$ cat config.mk
export PLATFORM = sky130hd
export DESIGN_NAME = hazard_scoreboard_flat
export DESIGN_NICKNAME = d
export VERILOG_FILES = /design/src/rtl/hazard_scoreboard_pkg.sv /design/src/rtl/hazard_scoreboard_if.sv /design/src/rtl/hazard_scoreboard_sb_counter.sv /design/src/rtl/hazard_scoreboard.sv /design/src/flat_wrapper.sv
export SDC_FILE = /design/constraint.sdc
export NUM_CORES = 1
export LEC_CHECK = 0
export CORE_ASPECT_RATIO = 1.5
export CORE_MARGIN = 2
export CORE_UTILIZATION = 54
export CTS_CLUSTER_SIZE = 30
export DETAILED_ROUTE_END_ITERATION = 7
export PLACE_DENSITY_LB_ADDON = 0.05
export SLEW_MARGIN = 20
export SYNTH_ARGS = -nofsm -noshare
export SYNTH_HDL_FRONTEND = slang
export SYNTH_HIERARCHICAL = 1
export SYNTH_SLANG_ARGS = --single-unit
export TNS_END_PERCENT = 30
$ cat constraint.sdc
create_clock -name clk -period 8.3 [get_ports clk]
set_clock_uncertainty 0.15 [all_clocks]
set_input_delay 2.49 -clock clk [delete_from_list [all_inputs] [get_ports clk]]
set_output_delay 2.49 -clock clk [all_outputs]
set_load 0.03 [all_outputs]
$ cat src/rtl/hazard_scoreboard_pkg.sv
// Shared definitions for the hazard scoreboard: stall-reason codes, register
// index width, nominal pipeline latencies and the stall-reason priority encoder.
// No logic of its own; imported by the interface, the counter and the top.
package hazard_scoreboard_pkg;

  localparam int REG_IDX_W = 5;

  typedef logic [1:0] stall_reason_t;

  localparam stall_reason_t STALL_NONE   = 2'd0;
  localparam stall_reason_t STALL_RAW    = 2'd1;
  localparam stall_reason_t STALL_WAW    = 2'd2;
  localparam stall_reason_t STALL_STRUCT = 2'd3;

  // Nominal result latencies of the fixed-latency units.
  localparam int LAT_ALU  = 1;
  localparam int LAT_LOAD = 2;
  localparam int LAT_MUL  = 3;

  // RAW outranks WAW outranks structural when several conflicts coincide.
  function automatic stall_reason_t stall_encode(input logic raw, input logic waw,
                                                 input logic strc);
    stall_reason_t r;
    r = STALL_NONE;
    if (raw)       r = STALL_RAW;
    else if (waw)  r = STALL_WAW;
    else if (strc) r = STALL_STRUCT;
    return r;
  endfunction

endpackage

$ cat src/rtl/hazard_scoreboard_if.sv
// Issue-side bundle between the ID stage and the hazard scoreboard.
// Carries the candidate instruction, flush, long-op completion and the stall results.
// master = ID/pipeline side (drives the request), slave = scoreboard.
interface hazard_scoreboard_if #(
  parameter int NUM_REGS = 32,
  parameter int LAT_W    = 3,
  parameter int CNT_W    = 16
);
  import hazard_scoreboard_pkg::*;

  logic                 issue_valid;
  logic [REG_IDX_W-1:0] issue_rs1;
  logic [REG_IDX_W-1:0] issue_rs2;
  logic                 issue_rs1_used;
  logic                 issue_rs2_used;
  logic [REG_IDX_W-1:0] issue_rd;
  logic                 issue_reg_write;
  logic                 issue_long;
  logic [LAT_W-1:0]     issue_lat;
  logic                 flush;
  logic                 long_done;
  logic [REG_IDX_W-1:0] long_done_rd;

  logic                 stall;
  logic                 issue_fire;
  stall_reason_t        stall_reason;
  logic [NUM_REGS-1:0]  busy_mask;
  logic [CNT_W-1:0]     stall_cycles;

  modport master (
    output issue_valid, issue_rs1, issue_rs2, issue_rs1_used, issue_rs2_used,
           issue_rd, issue_reg_write, issue_long, issue_lat, flush,
           long_done, long_done_rd,
    input  stall, issue_fire, stall_reason, busy_mask, stall_cycles
  );

  modport slave (
    input  issue_valid, issue_rs1, issue_rs2, issue_rs1_used, issue_rs2_used,
           issue_rd, issue_reg_write, issue_long, issue_lat, flush,
           long_done, long_done_rd,
    output stall, issue_fire, stall_reason, busy_mask, stall_cycles
  );

endinterface

$ cat src/rtl/hazard_scoreboard_sb_counter.sv
// Per-register countdown of cycles until a pending result becomes bypassable.
// Latency: load/decrement take effect on the next clock; busy is flop-direct.
// No backpressure: load wins over the free-running decrement.
// Ports: clk, rst (async active-low), load/load_val (arm), cnt (current), busy (cnt!=0).
module sb_counter #(
  parameter int LAT_W = 3
) (
  input  logic             clk,
  input  logic             rst,
  input  logic             load,
  input  logic [LAT_W-1:0] load_val,
  output logic [LAT_W-1:0] cnt,
  output logic             busy
);

  logic [LAT_W-1:0] cnt_q, cnt_d;

  always_comb begin
    cnt_d = cnt_q;
    if (load)               cnt_d = load_val;
    else if (cnt_q != '0)   cnt_d = cnt_q - LAT_W'(1);
  end

  always_ff @(posedge clk or negedge rst) begin
    if (!rst) cnt_q <= '0;
    else      cnt_q <= cnt_d;
  end

  assign cnt  = cnt_q;
  assign busy = (cnt_q != '0);

endmodule

$ cat src/rtl/hazard_scoreboard.sv
// Issue hazard scoreboard: RAW/WAW/structural stall for ID from pending-write table.
// Latency: stall/issue_fire/stall_reason combinational; table and counter update next edge.
// Backpressure: stall holds IF/ID; flush only blocks issue and table updates.
// Ports: clk, rst (async active-low), sb (slave modport: issue request, flush,
//        long_done/long_done_rd in; stall, issue_fire, stall_reason, busy_mask, stall_cycles out).
module hazard_scoreboard
  import hazard_scoreboard_pkg::*;
#(
  parameter int NUM_REGS = 32,
  parameter int LAT_W    = 3,
  parameter int CNT_W    = 16
) (
  input  logic                  clk,
  input  logic                  rst,
  hazard_scoreboard_if.slave    sb
);

  logic                 long_pend_q, long_pend_d;
  logic [REG_IDX_W-1:0] long_rd_q,   long_rd_d;
  logic [CNT_W-1:0]     stall_cycles_q, stall_cycles_d;

  logic [LAT_W-1:0]     eff_lat;
  logic [LAT_W-1:0]     load_val;
  logic [LAT_W-1:0]     cnt [NUM_REGS];
  logic [NUM_REGS-1:0]  cnt_busy;
  logic [NUM_REGS-1:0]  long_mask;

  logic raw, waw, strc, stall, issue_fire;
  logic long_done;
  logic [REG_IDX_W-1:0] long_done_rd;

  assign long_done    = sb.long_done;
  assign long_done_rd = sb.long_done_rd;

  assign eff_lat = (sb.issue_lat == '0) ? LAT_W'(1) : sb.issue_lat;
  // The issue cycle itself is the first tick of the countdown, so the stored
  // value is one less: lat=1 is never pending (next-cycle bypass), lat=L clears
  // L cycles after issue.
  assign load_val = eff_lat - LAT_W'(1);

  assign cnt[0]      = '0;
  assign cnt_busy[0] = 1'b0;

  for (genvar r = 1; r < NUM_REGS; r++) begin : g_reg
    logic load;
    assign load = issue_fire & sb.issue_reg_write & ~sb.issue_long &
                  (sb.issue_rd == REG_IDX_W'(r));
    sb_counter #(.LAT_W(LAT_W)) u_cnt (
      .clk      (clk),
      .rst      (rst),
      .load     (load),
      .load_val (load_val),
      .cnt      (cnt[r]),
      .busy     (cnt_busy[r])
    );
  end

  // A long op whose completion is signalled this cycle is already bypassable,
  // so it no longer blocks consumers or same-rd writers in that cycle.
  function automatic logic long_hit(input logic [REG_IDX_W-1:0] r);
    return (r != '0) & long_pend_q & (long_rd_q == r) &
           ~(long_done & (long_done_rd == r));
  endfunction

  function automatic logic raw_pend(input logic [REG_IDX_W-1:0] r);
    return (r != '0) & (cnt_busy[r] | long_hit(r));
  endfunction

  always_comb begin
    raw = sb.issue_valid &
          ((sb.issue_rs1_used & raw_pend(sb.issue_rs1)) |
           (sb.issue_rs2_used & raw_pend(sb.issue_rs2)));
    // A younger fixed-latency write must not land before an older one to rd.
    waw = sb.issue_valid & sb.issue_reg_write & (sb.issue_rd != '0) &
          (long_hit(sb.issue_rd) | (~sb.issue_long & (cnt[sb.issue_rd] > eff_lat)));
    strc = sb.issue_valid & sb.issue_long & long_pend_q & ~long_done;
    stall      = raw | waw | strc;
    issue_fire = sb.issue_valid & ~stall & ~sb.flush;
  end

  always_comb begin
    long_pend_d = long_pend_q;
    long_rd_d   = long_rd_q;
    if (long_done) long_pend_d = 1'b0;
    // New long issue in the completion cycle keeps the unit occupied.
    if (issue_fire & sb.issue_long) begin
      long_pend_d = 1'b1;
      long_rd_d   = sb.issue_rd;
    end
  end

  always_comb begin
    stall_cycles_d = stall_cycles_q;
    if (stall & ~(&stall_cycles_q)) stall_cycles_d = stall_cycles_q + CNT_W'(1);
  end

  always_ff @(posedge clk or negedge rst) begin
    if (!rst) begin
      long_pend_q    <= 1'b0;
      long_rd_q      <= '0;
      stall_cycles_q <= '0;
    end else begin
      long_pend_q    <= long_pend_d;
      long_rd_q      <= long_rd_d;
      stall_cycles_q <= stall_cycles_d;
    end
  end

  assign long_mask = long_pend_q ? (NUM_REGS'(1) << long_rd_q) : '0;

  assign sb.stall        = stall;
  assign sb.issue_fire   = issue_fire;
  assign sb.stall_reason = stall_encode(raw, waw, strc);
  assign sb.busy_mask    = (cnt_busy | long_mask) & ~NUM_REGS'(1);
  assign sb.stall_cycles = stall_cycles_q;

endmodule

$ cat src/flat_wrapper.sv
// flat-port wrapper written by rule: the top's interface ports become plain ports
module hazard_scoreboard_flat import hazard_scoreboard_pkg::*;
#(
  parameter int NUM_REGS = 32,
  parameter int LAT_W    = 3,
  parameter int CNT_W    = 16
)
  (clk, rst, sb_issue_valid, sb_issue_rs1, sb_issue_rs2, sb_issue_rs1_used, sb_issue_rs2_used, sb_issue_rd, sb_issue_reg_write, sb_issue_long, sb_issue_lat, sb_flush, sb_long_done, sb_long_done_rd, sb_stall, sb_issue_fire, sb_stall_reason, sb_busy_mask, sb_stall_cycles);
  hazard_scoreboard_if #(.NUM_REGS(NUM_REGS), .LAT_W(LAT_W), .CNT_W(CNT_W)) sb_i ();
  input  logic clk;
  input  logic rst;
  input wire logic [$bits(sb_i.issue_valid)-1:0] sb_issue_valid;
  input wire logic [$bits(sb_i.issue_rs1)-1:0] sb_issue_rs1;
  input wire logic [$bits(sb_i.issue_rs2)-1:0] sb_issue_rs2;
  input wire logic [$bits(sb_i.issue_rs1_used)-1:0] sb_issue_rs1_used;
  input wire logic [$bits(sb_i.issue_rs2_used)-1:0] sb_issue_rs2_used;
  input wire logic [$bits(sb_i.issue_rd)-1:0] sb_issue_rd;
  input wire logic [$bits(sb_i.issue_reg_write)-1:0] sb_issue_reg_write;
  input wire logic [$bits(sb_i.issue_long)-1:0] sb_issue_long;
  input wire logic [$bits(sb_i.issue_lat)-1:0] sb_issue_lat;
  input wire logic [$bits(sb_i.flush)-1:0] sb_flush;
  input wire logic [$bits(sb_i.long_done)-1:0] sb_long_done;
  input wire logic [$bits(sb_i.long_done_rd)-1:0] sb_long_done_rd;
  output wire logic [$bits(sb_i.stall)-1:0] sb_stall;
  output wire logic [$bits(sb_i.issue_fire)-1:0] sb_issue_fire;
  output wire logic [$bits(sb_i.stall_reason)-1:0] sb_stall_reason;
  output wire logic [$bits(sb_i.busy_mask)-1:0] sb_busy_mask;
  output wire logic [$bits(sb_i.stall_cycles)-1:0] sb_stall_cycles;
  assign sb_i.issue_valid = sb_issue_valid;
  assign sb_i.issue_rs1 = sb_issue_rs1;
  assign sb_i.issue_rs2 = sb_issue_rs2;
  assign sb_i.issue_rs1_used = sb_issue_rs1_used;
  assign sb_i.issue_rs2_used = sb_issue_rs2_used;
  assign sb_i.issue_rd = sb_issue_rd;
  assign sb_i.issue_reg_write = sb_issue_reg_write;
  assign sb_i.issue_long = sb_issue_long;
  assign sb_i.issue_lat = sb_issue_lat;
  assign sb_i.flush = sb_flush;
  assign sb_i.long_done = sb_long_done;
  assign sb_i.long_done_rd = sb_long_done_rd;
  assign sb_stall = sb_i.stall;
  assign sb_issue_fire = sb_i.issue_fire;
  assign sb_stall_reason = sb_i.stall_reason;
  assign sb_busy_mask = sb_i.busy_mask;
  assign sb_stall_cycles = sb_i.stall_cycles;
  hazard_scoreboard #(.NUM_REGS(NUM_REGS), .LAT_W(LAT_W), .CNT_W(CNT_W)) u_core (.clk(clk), .rst(rst), .sb(sb_i));
endmodule
### Yosys cells after proc, flatten, opt, wreduce, memory -nomap -nowiden

Cells that the tools add are included.
W data, S select, Z words.

| operators by class | value |
|---|---|
| reductions and logical operators | 68 |
| magnitude comparators | 4 |
| multiplexer cells | 76 |
| equal/unequal tests | 37 |
| bitwise gates (word level) | 77 |
| shift-type cells | 1 |
| $add $sub $neg | 33 |

Operators by type and width:

| operator | count |
|---|---|
| $mux W3 | 65 |
| $sub A3 B1 Y3 const B | 32 |
| $reduce_bool A3 Y1 | 31 |
| $eq A5 B5 Y1 const B | 16 |
| $reduce_bool A2 Y1 | 32 |
| $and A1 B1 Y1 | 61 |
| $eq A5 B4 Y1 const B | 8 |
| $mux W32 | 1 |
| $or A32 B32 Y32 | 1 |
| $shl A1 B5 Y32 const A | 1 |
| $eq A5 B5 Y1 | 6 |
| $eq A5 B3 Y1 const B | 4 |
| $add A16 B1 Y16 const B | 1 |
| $reduce_and A16 Y1 | 1 |
| $bmux W3 S5 | 1 |
| $reduce_bool A5 Y1 | 3 |
| $lt A5 B6 Y1 const B | 2 |
| $bmux W1 S5 | 2 |
| $eq A5 B2 Y1 const B | 2 |
| $not A1 Y1 | 8 |
| $ge A6 B6 Y1 const B | 1 |
| $mux W2 | 3 |
| $not A5 Y6 | 1 |
| $or A1 B1 Y1 | 6 |
| other kinds (4) | 7 |

| storage, ports and cells | value |
|---|---|
| register bits after elaboration | 115 |
| output and inout port bits | 52 |
| word-level logic and storage cells | 330 |
| input port bits | 32 |

### Depth between registers and ports, before layout

Gate-level depths: netlist of the first run.

| logic depth | value |
|---|---|
| depth after elaboration | 18 |
| gate-level depth with buffers | 18 |
| depth with buffers taken out | 14 |

### By module

The synthesis of the first run kept the hierarchy.

By module, submodules not included:

| module | sequential area each (um^2) | cells an instance | instances | area each (um^2) |
|---|---|---|---|---|
| sb_counter | 75.1 | 20 | 31 | 196.4 |
| hazard_scoreboard | 550.5 | 382 | 1 | 3599.7 |

### Worst setup path after synthesis of the first run

No wires, ideal clock.

| timing path | value |
|---|---|
| path type | in2out |
| from | input sb_issue_rd[0] |
| to | output sb_issue_fire |
| buffers on the path | 3 |
| setup slack | -0.396 ns |
| data required time | 5.660 ns |
| data arrival time | 6.056 ns |
| cell stages on the path | 14 |
| cell sequence | clkbuf_1 > buf_1 > mux4_2 > mux4_2 > mux2_2 > ha_1 > nor2b_1 > o21a_1 > o21ai_0 > a21o_1 > nor3b_1 > nand2_2 > buf_2 > inv_1 |

| between the ends | value |
|---|---|
| longest elaborated chain between the ends | 13 |
| elaborated cells on any way between the ends | 22 |
| those cells by class | order compare: 1; eq/ne: 2; mux: 3; bitwise: 15; reduce/logical: 1 |

RTL lines:

| item | RTL line | text |
|---|---|---|
| from (decl) | flat_wrapper.sv:17 | `input wire logic [$bits(sb_i.issue_rd)-1:0] sb_issue_rd;` |
| $not A5 Y6 (implied by the code) | hazard_scoreboard.sv:75 | `(long_hit(sb.issue_rd) \| (~sb.issue_long & (cnt[sb.issue_rd] > eff_lat)));` |
| $bmux W3 S5 | hazard_scoreboard.sv:75 |  |
| $mux W3 (implied by the code) (2 in a row) | hazard_scoreboard.sv:75 |  |
| $gt A3 B3 Y1 | hazard_scoreboard.sv:75 |  |
| $and A1 B1 Y1 | hazard_scoreboard.sv:75 |  |
| $or A1 B1 Y1 | hazard_scoreboard.sv:75 |  |
| $and A1 B1 Y1 (*) | hazard_scoreboard.sv:74 | `waw = sb.issue_valid & sb.issue_reg_write & (sb.issue_rd != '0) &` |
| $or A1 B1 Y1 (*) (2 in a row) | hazard_scoreboard.sv:77 | `stall = raw \| waw \| strc;` |
| $not A1 Y1 (*) | hazard_scoreboard.sv:78 | `issue_fire = sb.issue_valid & ~stall & ~sb.flush;` |
| $and A1 B1 Y1 (*) (2 in a row) | hazard_scoreboard.sv:78 |  |
| to (decl) | flat_wrapper.sv:25 | `output wire logic [$bits(sb_i.issue_fire)-1:0] sb_issue_fire;` |

Every way passes the cells marked *; elsewhere a longest branch is shown, timed or not. The select of a mux whose other input is x is not followed.

### Worst setup path in the final report of the first run

| timing path | value |
|---|---|
| from | input sb_issue_rd[0] |
| to | output sb_stall_reason[1] |

| between the ends | value |
|---|---|
| longest elaborated chain between the ends | 10 |
| elaborated cells on any way between the ends | 19 |
| those cells by class | order compare: 1; eq/ne: 2; mux: 5; bitwise: 10; reduce/logical: 1 |

RTL lines:

| item | RTL line | text |
|---|---|---|
| $not A5 Y6 (implied by the code) | hazard_scoreboard.sv:75 |  |
| $bmux W3 S5 | hazard_scoreboard.sv:75 |  |
| $mux W3 (implied by the code) (2 in a row) | hazard_scoreboard.sv:75 |  |
| $gt A3 B3 Y1 | hazard_scoreboard.sv:75 |  |
| $and A1 B1 Y1 | hazard_scoreboard.sv:75 |  |
| $or A1 B1 Y1 | hazard_scoreboard.sv:75 |  |
| $and A1 B1 Y1 (*) | hazard_scoreboard.sv:74 |  |
| $mux W2 (*) | hazard_scoreboard_pkg.sv:26 | `else if (waw) r = STALL_WAW;` |
| $mux W2 (*) | hazard_scoreboard_pkg.sv:25 | `if (raw) r = STALL_RAW;` |
| to (decl) | flat_wrapper.sv:26 | `output wire logic [$bits(sb_i.stall_reason)-1:0] sb_stall_reason;` |

Marked as above.

==> flow_summary.toml, run 1 <==
[run_status]
status = "finished, final reports clean"

[clock_network]
cts.htree.levels = 4
cts_tree = "built"
cts_root_buffer = "clkbuf_16"
clk_path_buf_depth = 2
clk_pin_slew_ns = 0.06
clock-sinks = 115
insertion_delay_ns = 0.42
cts_buffers = 17

[worst_setup_path]
cp_num_buf_inv = 5
worstPathRequired_ns = 5.66
criticalPathCategory = "input port to primary output"
reg2reg_to = "u_core/g_reg[23].u_cnt/cnt[1]"
crit_path_max_incr_delay_ns = 0.52
reg2regPathDepth = 14
critPathTopFamily = "multiplexers"
r2r-start = "u_core/g_reg[27].u_cnt/cnt[1]"
cp_max_fo = 8
cp-start-kind = "input port"
crit_chain = "clkbuf_4 -> buf_12 -> buf_8 -> mux4_2 -> mux4_2 -> mux2_2 -> ha_4 -> a31oi_1 -> o21ai_2 -> a21o_1 -> buf_4 -> and2_1 -> nor2_1 -> buf_4"
crit_slowest_cell = "mux4_2"
cp-end-kind = "primary output"
crit_arrival_ns = 5.55
r2r_slack_ns = 3.61

[power]
combPwrFrac = 0.503
vdd_drop_max_v = 0.000204
swShare = 0.422
seqPwrFrac = 0.317
finalPower_mw = 3.84
cellLeakagePower_nw = 4.64
p_sw_mw = 1.62
p_clk_frac = 0.180
power.internal_mw = 2.22
powerDensity_nw_per_um2 = 335

[grt]
grt_start_max_net_pins = 71
antenna_found_initial = 0
grt_pass1_wl_um = 46400
grt_overflow = 0
grt_pass1_vias = 8337
grt_usage = 0.315

[drt]
via_per_inst = 6.45
routed_wl_um = 29300
routedWlPerCell_um = 22.1
drtPass1Iterations = 7
remaining_drc_errors = 0
num_vias = 8569
ant_nets = 0
drtIter0Drc = 759

[die]
chipWidth_um = 113
die-area_um2 = 19100
coreArea_um2 = 17800
start_util = 0.545
fp-row-count = 60
die_height_um = 168
ios = 84

[placed_design]
routabilityCongestion = 0.950
port_buffers = 82
placedCellCount = 1294
dp_hpwl_um = 21100

[finish]
drive_gt1_frac = 0.119
final_cells = 1328
post-route-util = 0.645
register_area_um2 = 2880
multi_input_area_um2 = 6210
area_delta_synth_final_pct = 18.4
antenna_cells = 0
n_fill_cell = 1440
nets = 1197

[timing]
relSlewSlack = 0.331
hold_viol_final = 0
rsz0062_at_grt = "no"
post-route-period-util = 0.987
min_period_ns = 8.19
tns_ns = 0
setup_violations = 0
fmax_mhz = 122
max_slew.worst_pin.slew_ns = 1.00
drv_slew = 0

[synthesis]
ys_seq_elements = 115
yosys.area.top_type_share = 0.297
synth_edf_count = 0
synth_area_leaders = "dfrtp_1 (30%), mux4_2 (8.8%), ha_1 (8.7%)"
ys_types = 59
synth-seq-area-share = 0.297
ys.flop_type = "dfrtp_1"
syn_avg_cell_area_um2 = 9.67
syn_area_um2 = 9690
async_flop_share = 1.00
yosys_warnings = 6
postSynthCellCount = 1002
syn_nets = 1101
synth_top_area_cell = "dfrtp_1"

[hold_path]
min_path_cells = 1
min_from = "u_core/sb.stall_cycles[10]"
hp-class = "flop to flop"
hold-path-endpoint = "u_core/sb.stall_cycles[10]"

[flow_run]
max-cap-violations = 0
## Yosys cell counts (all sizes together), types with 5 or more instances
library cell	instances
mux4	38
nor2	13
mux2i	5
a21o	16
clkbuf	18
a31oi	32
nand2	19
o21bai	16
a311oi	32
nor3	38
nand3	15
o21ai	11
dfrtp	115
nor3b	6
nand3b	8
ha	67
or3b	33
buf	15
nor2b	101
mux2	17
xor2	14
nand2b	65
and3	5
a221oi	35
inv	132
xnor2	31
nand4	5
nor4b	62
## area by class of cell
class	instances	share of cell area
clock buffers	22	0.0396
inverters	132	0.0432
clock inverters	10	0.00731
repair buffers	110	0.0945
multi-input cells	722	0.541
well taps	217	0.0237
flip-flops and latches	115	0.251
## layout by cell type, fill, tap and decap left out, types with 34 or more instances in the layout
cell type / count
nor3_1: 38
clkdlybuf4s50_1: 75
inv_1: 131
dfrtp_1: 115
nor4b_1: 62
ha_1: 66
mux4_2: 38
a221oi_1: 34
nor2b_1: 101
nand2b_1: 65
## worst register-to-register path, stage by stage (launching register included)
cell,delay (ns)
dfrtp_1,0.43
mux4_2,0.50
mux4_2,0.51
mux2_2,0.29
ha_1,0.30
nor2b_1,0.13
o21a_1,0.17
o21ai_2,0.13
a21o_1,0.15
nor3b_4,0.20
nand2_2,0.14
buf_4,0.29
nor3_1,0.68
inv_1,0.18
a311oi_1,0.31
## power by group through the flow
stage / logic (mW) / clock network [mW] / registers (mW)
3_3_place_gp: 1.85 / 0 / 1.22
3_5_place_dp: 1.90 / 0 / 1.21
5_1_grt: 2.11 / 0.724 / 1.25
2_1_floorplan: 1.40 / 0 / 1.06
6_report: 1.93 / 0.692 / 1.22
4_1_cts: 1.91 / 0.703 / 1.21
## layer usage
layer,vias to the layer above,GRT usage,share of wire
li1,3867,-,-
met5,-,0,0
met3,82,0.0630,0.072
met2,371,0.501,0.47
met1,4249,0.410,0.41
met4,0,0.152,0.047
## worst max path at each step
stage	start	to	slack [ns]	cells past startpoint
finish	sb_issue_rd[0]	sb_stall_reason[1]	0.11	14
global route	sb_issue_rd[0]	sb_issue_fire	0.005	14
CTS	sb_issue_rd[0]	sb_stall_reason[1]	0.06	14
detailed placement	sb_issue_rd[1]	sb_issue_fire	-0.23	14
global placement	sb_issue_rd[1]	sb_issue_fire	-0.16	14
floorplan	sb_issue_rd[0]	sb_issue_fire	0.004	14
## kinds of logic (layout without fill, tap and decap cells)
family	after synthesis	after routing	share of synthesized area
simple gates	383	383	0.259
compound gates	166	166	0.135
fa+ha+maj	67	67	0.0865
buf+inv	165	274	0.0683
other cells	1	1	0.000387
xor+xnor	45	45	0.0407
mux	60	60	0.113
flops	115	115	0.297
## registers in the layout, indices dropped and copies added, names as in the netlist
| name | flops |
|---|---|
| u_core/sb.stall_cycles | 16 |
| u_core/long_rd_q | 5 |
| u_core/g.u_cnt/cnt | 93 |
| u_core/long_pend_q | 1 |
## per-stage QoR
stage / setup WS [ns] / area, um2 / hold slack (ns)
after floorplan: 0.00420 / 9700 / 0.427
after global placement: -0.162 / 10800 / 0.334
after detailed placement: -0.229 / 10800 / 0.338
after CTS: 0.0637 / 11400 / 0.348
after global routing: 0.00510 / 11500 / 0.370
final: 0.108 / 11500 / 0.342
## timing repair
| item | in CTS | in global routing |
|---|---|---|
| hold buffers | 0 | 0 |
| setup buffers | 0 | 1 |
| endpoints found under the setup margin | 3 | 3 |
| pin swaps | 1 | 3 |
| cloned | 1 | 0 |
| gates resized for setup | 3 | 12 |
Note: power is estimated with default switching activity, not from simulation.
==> run 2: changes to the inputs <==
--- a/config.mk
+++ b/config.mk
@@ -7,10 +7,11 @@
 export LEC_CHECK = 0
 export CORE_ASPECT_RATIO = 1.5
 export CORE_MARGIN = 2
-export CORE_UTILIZATION = 54
-export CTS_CLUSTER_SIZE = 30
+export CORE_UTILIZATION = 60
+export CTS_CLUSTER_SIZE = 28
 export DETAILED_ROUTE_END_ITERATION = 7
 export PLACE_DENSITY_LB_ADDON = 0.05
+export SETUP_SLACK_MARGIN = 0.5
 export SLEW_MARGIN = 20
 export SYNTH_ARGS = -nofsm -noshare
 export SYNTH_HDL_FRONTEND = slang
==> constraint.sdc (replaced) <==
create_clock -name clk -period 8.92 [get_ports clk]
set_clock_uncertainty 0.15 [all_clocks]
set_input_delay 2.676 -clock clk [delete_from_list [all_inputs] [get_ports clk]]
set_output_delay 2.676 -clock clk [all_outputs]
set_load 0.03 [all_outputs]
==> run 2 against run 1 <==
  * Utilization grew 9.7 points
  * Non-clock buffer count grew 5
  * Clock power grew 5.9%
  * Global-route usage grew 3.6 points
  * Final area grew 1.5%
  * Count of clock-buffer cells in the layout grew 1
  * Worst hold slack gained 0.0046 ns
  * Final cell count shrank 0.68%
  * Die area shrank 9.7%
  * Highest routed layer unchanged
  * Power shrank 3.7%
  * Register-to-register slack gained 0.73 ns
  * First-iteration DRC count grew 33%
==> flow_summary.toml, run 2 (synthesis gave the netlist of run 1 again) <==
[die]
start_util = 0.617
coreArea_um2 = 15700
ios = 84
die-area_um2 = 17200
chipWidth_um = 108
fp-row-count = 56
die_height_um = 160

[power]
swShare = 0.411
finalPower_mw = 3.70
p_sw_mw = 1.52
combPwrFrac = 0.495
vdd_drop_max_v = 0.000197
power.internal_mw = 2.18
cellLeakagePower_nw = 4.71
powerDensity_nw_per_um2 = 318
seqPwrFrac = 0.307
p_clk_frac = 0.198

[clock_network]
cts_buffers = 17
clk_path_buf_depth = 2
insertion_delay_ns = 0.42
cts_tree = "built"
cts_root_buffer = "clkbuf_16"
clock-sinks = 115
cts.htree.levels = 4
clk_pin_slew_ns = 0.06

[timing]
relSlewSlack = 0.358
worst_slack_ns = 0.538
drv_slew = 0
max_slew.worst_pin.slew_ns = 0.964
rsz0062_at_grt = "yes"
min_period_ns = 8.38
post-route-period-util = 0.940
whs_ns = 0.346
hold_viol_final = 0
tns_ns = 0
setup_violations = 0
fmax_mhz = 119

[worst_setup_path]
cp-start-kind = "input port"
r2r-start = "u_core/g_reg[11].u_cnt/cnt[1]"
crit_slowest_cell = "mux4_2"
crit_path_start = "sb_issue_rd[0]"
cp_num_buf_inv = 5
path_common_cell = "buf_6"
crit_arrival_ns = 5.56
cp_max_fo = 7
cp-end-kind = "primary output"
criticalPathCategory = "input port to primary output"
crit_chain = "buf_6 -> buf_12 -> buf_6 -> nor2b_2 -> a22o_1 -> mux4_2 -> mux2_4 -> ha_4 -> nor2b_2 -> o21a_1 -> o21ai_1 -> a21o_1 -> nor3b_4 -> nand2_4 -> inv_4 -> buf_6"
worstPathRequired_ns = 6.09
crit_path_max_incr_delay_ns = 0.49
critPathTopFamily = "multiplexers"

[finish]
final_cells = 1319
antenna_cells = 0
nets = 1202
drive_gt1_frac = 0.129
final_common_cell = "inv_1"
n_fill_cell = 1206
area_delta_synth_final_pct = 20.2
final_cell_mix = "inv_1 (131), dfrtp_1 (115), nor2b_1 (99), clkdlybuf4s50_1 (75), nand2b_1 (65)"
largest_register_ffs = 93

[drt]
ant_nets = 0
num_vias = 8795
routedWlPerCell_um = 22.7
via_per_inst = 6.67
drtPass1Iterations = 7
drtIter0Drc = 1009
routed_wl_um = 29900
remaining_drc_errors = 0

[grt]
grt_start_max_net_pins = 70
grt_overflow = 0
grt_usage = 0.351
grt_pass1_vias = 8578
antenna_found_initial = 0
grt_pass1_wl_um = 46500

[placed_design]
dp_slack_ns = -0.147
placedCellCount = 1272
routabilityCongestion = 1.02
dp_hpwl_um = 21100
port_buffers = 82

[run_status]
status = "finished, final reports clean"

[hold_path]
hp-class = "flop to flop"
min_from = "u_core/sb.stall_cycles[10]"

[flow_run]
max-cap-violations = 0
run 2: power by group through the flow:
stage               Combinational [mW]  Clock, mW  Sequential [mW]
floorplan                         1.31          0            0.984
global placement                  1.71          0             1.13
detailed placement                1.77          0             1.12
CTS                               1.81      0.740             1.12
global route                      1.99      0.767             1.16
finish                            1.83      0.733             1.13
run 2: final timing paths:
kind | cells past startpoint | slack (ns) | endpoint
min | 1 | 0.35 | u_core/sb.stall_cycles[10]
max in group asynchronous | 2 | 5.09 | u_core/g_reg[1].u_cnt/cnt[0]
min in group asynchronous | 1 | 2.11 | u_core/g_reg[16].u_cnt/cnt[1]
max | 16 | 0.54 | sb_issue_fire
min reg2reg | 1 | 0.35 | u_core/sb.stall_cycles[10]
max reg2reg | 14 | 4.34 | u_core/g_reg[7].u_cnt/cnt[1]
run 2: what timing repair did:
item,in CTS,in global routing
endpoints found under the setup margin,4,3
hold buffers,0,0
resized for setup,19,10
setup buffers,8,6
cloned,1,0
pin swaps,3,5
run 2: cell type report:
type / count / area [um2] / area share
Clock buffer: 23 / 478 / 0.0410
Multi-Input combinational cell: 722 / 6230 / 0.535
Inverter: 132 / 498 / 0.0428
Tap cell: 203 / 254 / 0.0218
Clock inverter: 9 / 151 / 0.0130
Timing Repair Buffer: 115 / 1150 / 0.0990
Sequential cell: 115 / 2880 / 0.247
run 2: per-layer routing:
| metal | vias to the layer above | track usage | wire [um] |
|---|---|---|---|
| met1 | 4324 | 0.453 | 11500 |
| met3 | 91 | 0.0792 | 2790 |
| met4 | 0 | 0.152 | 1260 |
| met5 | - | 0 | 0 |
| li1 | 3888 | - | - |
| met2 | 492 | 0.563 | 14300 |
run 2: through the flow:
step / util / cell area, um2
2_1_floorplan: - / 9720
3_3_place_gp: 0.688 / 10800
3_5_place_dp: 0.688 / 10800
4_1_cts: 0.736 / 11600
5_1_grt: 0.742 / 11600
6_report: 0.742 / 11600
run 2: worst register-to-register path, cell delays in order (launching register included):
cell and delay (ns):
dfrtp_1 0.43, mux4_2 0.50, mux4_2 0.51, mux2_4 0.30, ha_4 0.22, nor2b_2 0.15, o21a_1 0.16, o21ai_1 0.13
a21o_1 0.17, nor3b_4 0.24, nand2_4 0.11, buf_4 0.26, nor3_1 0.70, inv_1 0.17, a311oi_1 0.28
==> run 3: changes to the inputs <==
--- a/config.mk
+++ b/config.mk
@@ -11,10 +11,10 @@
 export CTS_CLUSTER_SIZE = 28
 export DETAILED_ROUTE_END_ITERATION = 7
 export PLACE_DENSITY_LB_ADDON = 0.05
+export RECOVER_POWER = 50
 export SETUP_SLACK_MARGIN = 0.5
-export SLEW_MARGIN = 20
+export SLEW_MARGIN = 10
 export SYNTH_ARGS = -nofsm -noshare
 export SYNTH_HDL_FRONTEND = slang
-export SYNTH_HIERARCHICAL = 1
 export SYNTH_SLANG_ARGS = --single-unit
 export TNS_END_PERCENT = 30
==> run 3 against run 2 <==
  * The run now ends with DRC, capacitance limit, slew limit left
  * Critical path depth shrank 2
  * Utilization shrank 0.42 points
  * Count of clock-buffer cells in the layout shrank 5
  * Global-route usage rose by 1.6 points
  * Area after synthesis shrank 0.81%
  * Final area down 1.0%
  * First-iteration DRC count shrank 38%
  * Critical endpoint is now sb_stall
==> flow_summary.toml, run 3 <==
[worst_setup_path]
cp_max_fo = 5
worstPathRequired_ns = 6.09
reg2regPathDepth = 12
cp-end-kind = "primary output"
reg2reg_to = "u_core.g_reg[6].u_cnt.cnt[0]"
r2r-start = "u_core.g_reg[30].u_cnt.cnt[0]"
criticalPathCategory = "input port to primary output"
r2r_slack_ns = 4.56
cp-start-kind = "input port"
crit_arrival_ns = 5.66

[hold_path]
hold-path-endpoint = "u_core.sb.stall_cycles[7]"
min_path_cells = 1
hp-class = "flop to flop"
min_from = "u_core.sb.stall_cycles[7]"

[grt]
grt_overflow = 0
antenna_found_initial = 0
grt_usage = 0.367
grt_start_max_net_pins = 70
grt_pass1_wl_um = 46900
grt_pass1_vias = 8184

[timing]
tns_ns = 0
setup_violations = 0
worst_slack_ns = 0.429
hold_viol_final = 0
fmax_mhz = 118
post-route-period-util = 0.952
max_slew.worst_pin.slew_ns = 2.67
whs_ns = 0.332
drv_slew = 118
relSlewSlack = -0.783
min_period_ns = 8.49
rsz0062_at_grt = "yes"

[finish]
antenna_cells = 0
final_common_cell = "mux2i_1"
nets = 1099
fin_area_um2 = 11500
final_cell_mix = "mux2i_1 (131), dfrtp_1 (115), inv_1 (71), ha_1 (65), xnor2_1 (52)"
area_delta_synth_final_pct = 19.9
largest_register_ffs = 93
drive_gt1_frac = 0.177

[clock_network]
clock-sinks = 115
clk_pin_slew_ns = 0.05
cts_root_buffer = "clkbuf_16"
clk_path_buf_depth = 2
insertion_delay_ns = 0.42
cts_buffers = 17
cts_tree = "built"
cts.htree.levels = 4
postCtsHoldBufs = 0

[synthesis]
yosys.area.top_type_share = 0.299
synth_area_leaders = "dfrtp_1 (30%), mux2i_1 (14%), ha_1 (8.7%)"
async_flop_share = 1.00
ys.flop_type = "dfrtp_1"
synth-seq-area-share = 0.299
synth_top_area_cell = "dfrtp_1"
syn_area_um2 = 9610
postSynthCellCount = 913
synthTopCellsByCount = "mux2i_1 (131), dfrtp_1 (115), inv_1 (71)"
ys_types = 58
yosys_warnings = 0
synth_edf_count = 0
yosysMostFrequentCell = "mux2i_1"
syn_avg_cell_area_um2 = 10.5
syn_nets = 1012
ys_seq_elements = 115

[drt]
via_per_inst = 6.48
ant_nets = 0
num_vias = 7879
drtPass1Iterations = 7
routed_wl_um = 30500
remaining_drc_errors = 1
routedWlPerCell_um = 25.1
drtIter0Drc = 626

[die]
coreArea_um2 = 15600
ios = 84
die_height_um = 159
fp-row-count = 56
chipWidth_um = 107
die-area_um2 = 17100
start_util = 0.615

[flow_run]
max-cap-violations = 2

[power]
cellLeakagePower_nw = 4.78
finalPower_mw = 3.87
vdd_drop_max_v = 0.000211
powerDensity_nw_per_um2 = 336

[placed_design]
placed_area_um2 = 10700
port_buffers = 82
dp_hpwl_um = 22200
routabilityCongestion = 1.00
dp_slack_ns = 0.0486

[run_status]
violations = "DRC, capacitance limit, slew limit"
status = "finished with violations"
-- run 3: cell types whose count changed after synthesis, moves of 30 or more --
cell and delta:
a221oi_1 -34, a311oi_1 -31, inv_1 -61, mux2i_1 +126, nand2b_1 -31, nor2_1 +32, nor2b_1 -88, nor3_1 -32
nor4b_1 -62, o21ai_0 +50, or3b_1 -30
-- run 3: layout make-up --
class | instances | area, um2
multi-input combinational | 675 | 6340
fill | 1077 | 4100
sequential | 115 | 2880
timing repair buffer | 118 | 1170
clock buffer | 18 | 429
inverter | 73 | 277
tap | 203 | 254
clock inverter | 14 | 179
-- run 3: worst max-delay path, cell delays in order --
cell	delay, ns
buf_12	0.12
buf_12	0.13
mux4_2	0.51
mux4_2	0.51
mux2_4	0.30
ha_4	0.22
a21o_1	0.19
a21oi_2	0.13
a311oi_2	0.06
buf_4	0.17
o21ai_4	0.20
nand2_2	0.08
or2_4	0.23
buf_6	0.14
-- run 3: worst max-delay path by stage --
| stage | from | endpoint | cells past startpoint |
|---|---|---|---|
| 2_1_floorplan | sb_issue_rd[0] | sb_issue_fire | 13 |
| 3_3_place_gp | sb_issue_rd[1] | sb_stall | 14 |
| 3_5_place_dp | sb_issue_rd[1] | sb_stall | 15 |
| 4_1_cts | sb_issue_rd[0] | sb_stall | 14 |
| 5_1_grt | sb_issue_rd[0] | sb_stall | 14 |
| 6_report | sb_issue_rd[0] | sb_stall | 14 |
-- run 3: metal layers --
| metal | track usage | routed length (um) | vias to the layer above |
|---|---|---|---|
| met4 | 0.249 | 2500 | 0 |
| met5 | 0 | 0 | - |
| met3 | 0.0725 | 2070 | 146 |
| met1 | 0.407 | 10600 | 3871 |
| li1 | - | - | 3432 |
| met2 | 0.625 | 15400 | 430 |
-- run 3: kinds of logic (layout without fill, tap and decap cells) --
group | count (synthesis) | count (layout) | share of synthesized area
buf+inv | 124 | 223 | 0.0518
xor+xnor | 76 | 76 | 0.0693
other cells | 1 | 1 | 0.000390
compound gates | 118 | 118 | 0.0795
flops | 115 | 115 | 0.299
mux | 180 | 180 | 0.237
fa+ha+maj | 67 | 67 | 0.0872
simple gates | 232 | 233 | 0.175
-- run 3: through the flow --
| step | utilization | cells |
|---|---|---|
| 3_3_place_gp | 0.684 | 1170 |
| 3_5_place_dp | 0.684 | 1170 |
| 2_1_floorplan | - | 913 |
| 4_1_cts | 0.734 | 1213 |
| 5_1_grt | 0.738 | 1216 |
| 6_report | 0.738 | 1216 |
-- run 3: where the power goes --
group	switching (mW)	leakage (nW)	internal (mW)	total [mW]
clock network	0.276	0.287	0.443	0.718
registers	0.338	1.38	0.785	1.12
logic	1.12	3.12	0.911	2.03
-- run 3: timing repair --
action	in CTS	in global routing
setup buffers	8	3
endpoints found under the setup margin	4	4
pin swaps	7	6
endpoints found under the hold margin	0	0
cloned	3	0
resized for setup	17	9
